==> config.mk <==
export PLATFORM = sky130hd
export DESIGN_NAME = apb_xfer_mon
export DESIGN_NICKNAME = d
export VERILOG_FILES = /design/src/rtl/apb_xfer_mon.sv
export SDC_FILE = /design/constraint.sdc
export NUM_CORES = 1
export LEC_CHECK = 0
export ABC_AREA = 1
export BUFFER_PORTS_ARGS = -buffer_cell sky130_fd_sc_hd__buf_2
export CAP_MARGIN = 15
export CORE_AREA = 4 4 112 61
export DETAILED_ROUTE_END_ITERATION = 16
export DIE_AREA = 0 0 116 65
export GPL_ROUTABILITY_DRIVEN = 0
export HOLD_SLACK_MARGIN = 0.06
export PLACE_DENSITY = 0.68
export RECOVER_POWER = 50
export SETUP_SLACK_MARGIN = 0.1
export SYNTH_ARGS = -nofsm -noshare
export SYNTH_HDL_FRONTEND = slang
export SYNTH_SLANG_ARGS = --single-unit
==> constraint.sdc <==
create_clock -name clk -period 3.1 [get_ports clk]
set_input_delay 0.155 -clock clk [delete_from_list [all_inputs] [get_ports clk]]
set_output_delay 0.155 -clock clk [all_outputs]
set_load 0.02 [all_outputs]
==> src/rtl/apb_xfer_mon.sv <==
`default_nettype none
// ============================================================================
// Module      : apb_xfer_mon
// Description : Passive APB4 monitor. Reports completed reads/writes, decodes
//               status-register reads into a read-to-clear strobe and counts
//               protocol violations with a saturating counter.
// Revision    : 1.0 - initial release
// ============================================================================
module apb_xfer_mon #(
    parameter logic [31:0] BASE_ADDR   = 32'hC0F16000,
    parameter logic [31:0] STAT_OFFSET = 32'h00000004,
    parameter int          ERR_CNT_W   = 8
) (
    input  logic                 clk,
    input  logic                 rst,
    input  logic                 psel,
    input  logic                 penable,
    input  logic                 pwrite,
    input  logic [31:0]          paddr,
    input  logic                 pready,
    input  logic                 pslverr,
    output logic                 mstr_rd_sync,
    output logic                 mstr_wr_sync,
    output logic                 stat_read,
    output logic                 prot_err,
    output logic [ERR_CNT_W-1:0] err_cnt,
    output logic                 busy
);

    localparam logic [31:0] c_stat_addr  = BASE_ADDR + STAT_OFFSET;

    localparam logic [1:0]  c_st_idle    = 2'd0;
    localparam logic [1:0]  c_st_setup   = 2'd1;
    localparam logic [1:0]  c_st_access  = 2'd2;

    logic [1:0]           r_state;
    logic [31:0]          r_paddr_cap;
    logic                 r_pwrite_cap;
    logic                 r_rd_sync;
    logic                 r_wr_sync;
    logic                 r_stat_read;
    logic                 r_prot_err;
    logic [ERR_CNT_W-1:0] r_err_cnt;
    logic                 r_busy;

    logic [1:0]           w_state_nxt;
    logic                 w_capture;
    logic                 w_complete;
    logic                 w_viol;
    logic                 w_setup;
    logic                 w_access;
    logic                 w_stable;

    // Slave error does not change how a completion is reported.
    logic                 w_unused_pslverr;
    assign w_unused_pslverr = pslverr;

    assign w_setup  = psel & ~penable;
    assign w_access = psel &  penable;
    assign w_stable = (paddr == r_paddr_cap) && (pwrite == r_pwrite_cap);

    always_comb begin
        w_state_nxt = r_state;
        w_capture   = 1'b0;
        w_complete  = 1'b0;
        w_viol      = 1'b0;
        case (r_state)
            c_st_idle: begin
                if (w_setup) begin
                    w_capture   = 1'b1;
                    w_state_nxt = c_st_setup;
                end else if (w_access) begin
                    w_viol      = 1'b1;
                end
            end
            c_st_setup: begin
                if (w_access && w_stable) begin
                    if (pready) begin
                        w_complete  = 1'b1;
                        w_state_nxt = c_st_idle;
                    end else begin
                        w_state_nxt = c_st_access;
                    end
                end else if (w_setup) begin
                    // Repeated SETUP is illegal but starts a fresh transfer.
                    w_viol      = 1'b1;
                    w_capture   = 1'b1;
                    w_state_nxt = c_st_setup;
                end else begin
                    w_viol      = 1'b1;
                    w_state_nxt = c_st_idle;
                end
            end
            c_st_access: begin
                if (w_access && w_stable) begin
                    if (pready) begin
                        w_complete  = 1'b1;
                        w_state_nxt = c_st_idle;
                    end
                end else begin
                    w_viol      = 1'b1;
                    w_state_nxt = c_st_idle;
                end
            end
            default: begin
                w_state_nxt = c_st_idle;
            end
        endcase
    end

    always_ff @(posedge clk) begin
        if (rst) begin
            r_state      <= c_st_idle;
            r_paddr_cap  <= 32'd0;
            r_pwrite_cap <= 1'b0;
            r_rd_sync    <= 1'b0;
            r_wr_sync    <= 1'b0;
            r_stat_read  <= 1'b0;
            r_prot_err   <= 1'b0;
            r_err_cnt    <= '0;
            r_busy       <= 1'b0;
        end else begin
            r_state      <= w_state_nxt;
            if (w_capture) begin
                r_paddr_cap  <= paddr;
                r_pwrite_cap <= pwrite;
            end
            r_rd_sync    <= w_complete & ~r_pwrite_cap;
            r_wr_sync    <= w_complete &  r_pwrite_cap;
            r_stat_read  <= w_complete & ~r_pwrite_cap & (r_paddr_cap == c_stat_addr);
            r_prot_err   <= w_viol;
            if (w_viol && (r_err_cnt != {ERR_CNT_W{1'b1}})) begin
                r_err_cnt <= r_err_cnt + ERR_CNT_W'(1);
            end
            r_busy       <= (w_state_nxt != c_st_idle);
        end
    end

    assign mstr_rd_sync = r_rd_sync;
    assign mstr_wr_sync = r_wr_sync;
    assign stat_read    = r_stat_read;
    assign prot_err     = r_prot_err;
    assign err_cnt      = r_err_cnt;
    assign busy         = r_busy;

endmodule
`default_nettype wire

==> metrics.txt <==
metal2 WL 2.84 mm; NumNets Final 547; First-pass DRT Iterations 5; Sw Pwr 0.000452 W; Reg clk slew, reported paths 0.06 ns; CP startpoint r_state[0]; top sig layer met4; share of the synthesized area in the top cell type 33.8%; Tot GR Track Use 21.9%; Tmin final 2.16 ns; Hold Path Origin rst; GRT overflow 0; vias 2940; first-pass GRT wire length 12.8 mm; Sequential Power Share 45.1%; P per Cell Area 464 nW/µm²; max-slew violation count 0; Syn Area/Cell 6.23 µm²; Post-synth ARST share 0%; Worst path slowest cell o21ai_4; fmax 463 MHz; post-route design area 3290 µm²; routed len/inst 13.2 µm; setup bufs post-CTS 0; Max Cap Viol 0; First DRT Iteration DRCs 237; worst-path cell chain inv_1 -> ha_1 -> o21ai_4 -> inv_1 -> o21ai_0 -> a21oi_1; largest net degree at the start of global routing 39; Setup Crit Path Kind reg -> reg; WL final 7.69 mm; CTS Buffer Depth 2; dpl cell area 3170 µm²; setup_tns 0 ns; WP data arrival 2.33 ns; vias per cell 5.06; CP peak stage delay 0.52 ns; Clk network pwr share 36.6%; CTS Sinks 48; top post-synthesis cells by area dfxtp_1 (34%), nand2_1 (15%), inv_1 (9.1%); RSZ-0062 raised after global routing false; worst clock skew 0.00285 ns; Syn Nets 500; Synth area leader dfxtp_1; Netlist Area Pre-Place 2840 µm²; Final Hold Fails 0; post_cts resized 0; H-tree depth 2; area growth from synthesis to layout 15.6%; R2R Path Start r_state[0]; antenna fix cells 0; power consumption 0.00152 W; Die Width 116 µm; # DRC 0; layout cell share with drive strength beyond 1 12.9%; count of cell types in the netlist 33; Core ar. 5860 µm²; R2R Setup Slk 0.94 ns; Reg-to-Reg End r_paddr_cap[15]; Buffers & Inverters on Critical Path 2; die height 65 µm; final count of negative-setup-slack endpoints 0; top_reg_cell synth dfxtp_1; cell count after synthesis 456; commonest non-fill, non-tap cell in the layout nand2_1; number of synthesized flops with an enable pin 0; WHS 0.0996 ns; number of synthesized register bits 48; Port Buf Inserts 50; Max VDD drop 0.261 mV; CTS tree done; Switching Fraction 29.6%; io pins 52; required time of the critical path 3.27 ns; die area 7540 µm²; final period utilization 69.6%; hold buffers post-CTS 0; vias in the first global route 2679; leakage power 1.58 nW; status finished, final reports clean; Logic pwr share 18.3%; post-route ant nets 0; FP Rows 20; R2R cell count 6; met3 wire len 755 µm; Critical Path Most Common Cell inv_1; most frequent cells in the layout nand2_1 (118), inv_1 (69), nor2_1 (61); Critical Path Fanout Max 25; Worst Tran Pin Value 1.12 ns; register area share after synthesis 33.8%; CTS Buf Count 5; metal1 wirelength 4.02 mm; worst rel slew slack 25.2%; Initial Util 48.5%; critical path launch point type flop; initial antenna violation count 0; kind of end point of the critical path flop; Hold Path Depth 2; Worst-Skew Late Latency 0.29 ns; worst hold path class in -> reg; Power Internal 0.00107 W; root buffer cell clkbuf_16; Ys Warns 0; crit-path leading delay family compound AO/OA/AOI/OAI gates; Hold EP err_cnt[6]; HPWL after DPL 5.94 mm
-- how the worst max path moves through the flow --
| stage | end | slack [ns] | depth (start not counted) |
|---|---|---|---|
| after floorplan | r_paddr_cap[10] | 1.51 | 6 |
| after global placement | r_paddr_cap[25] | 1.07 | 6 |
| after detailed placement | r_paddr_cap[15] | 1.00 | 6 |
| after CTS | r_paddr_cap[7] | 0.95 | 6 |
| after global routing | r_paddr_cap[19] | 0.75 | 6 |
| final | r_paddr_cap[15] | 0.94 | 6 |
-- Yosys cell counts (2+ instances only) --
cell type  count
nand2_1      116
inv_1         69
nor2_1        60
dfxtp_1       48
o21ai_0       34
a21oi_1       30
nand3_1       13
nand4_1       11
clkbuf_1      10
nor4_1        10
inv_2          8
xnor2_1        8
ha_1           5
nor3_1         5
nor2_2         4
or2_1          4
nand2_2        3
nand3_2        2
xor2_1         2
-- per-stage QoR --
step,setup slack (ns),std cells,util [%]
4_1_cts,0.946,581,56.6
2_1_floorplan,1.51,456,-
3_5_place_dp,1.00,573,54.1
3_3_place_gp,1.07,573,54.1
6_report,0.942,581,56.1
5_1_grt,0.755,581,56.1
-- flip-flops by register name, indices dropped and copies added, names as in the netlist --
signal,count
stat_read,1
r_pwrite_cap,1
busy,1
mstr_rd_sync,1
prot_err,1
r_paddr_cap,32
err_cnt,8
mstr_wr_sync,1
r_state,2
-- cells by family after synthesis --
kind of cell    after synthesis  synth area share [%]
fa+ha+maj                     5                  2.20
simple gates                235                  36.5
compound gates               69                  12.6
flops                        48                  33.8
xor+xnor                     10                  3.08
buf+inv                      89                  11.8
-- worst register-to-register path: stages, from the launching register on --
cell,delay (ns)
dfxtp_1,0.40
inv_1,0.09
ha_1,0.28
o21ai_4,0.53
inv_1,0.38
o21ai_0,0.29
a21oi_1,0.06
-- routing by layer --
metal  GRT usage [%]  vias to the layer above
li1                -                     1525
met1            33.1                     1294
met2            29.5                      114
met3            6.90                        7
met4            5.35                        0
met5               0                        -
-- power groups by stage --
stage / logic, W / registers [W] / clock network [W]
floorplan: 0.000183 / 0.000701 / 0
detailed placement: 0.000279 / 0.000700 / 0
global placement: 0.000272 / 0.000699 / 0
CTS: 0.000281 / 0.000687 / 0.000570
finish: 0.000279 / 0.000688 / 0.000558
global route: 0.000320 / 0.000693 / 0.000599
-- area by class of cell --
cell class | instances | area, µm²
well taps | 77 | 96.3
fillers | 615 | 2570
clock inverters | 2 | 10.0
inverters | 78 | 293
flip-flops and latches | 48 | 961
clock buffers | 6 | 139
multi-input cells | 319 | 1550
repair buffers | 51 | 241
(Power assumes the default switching activity.)
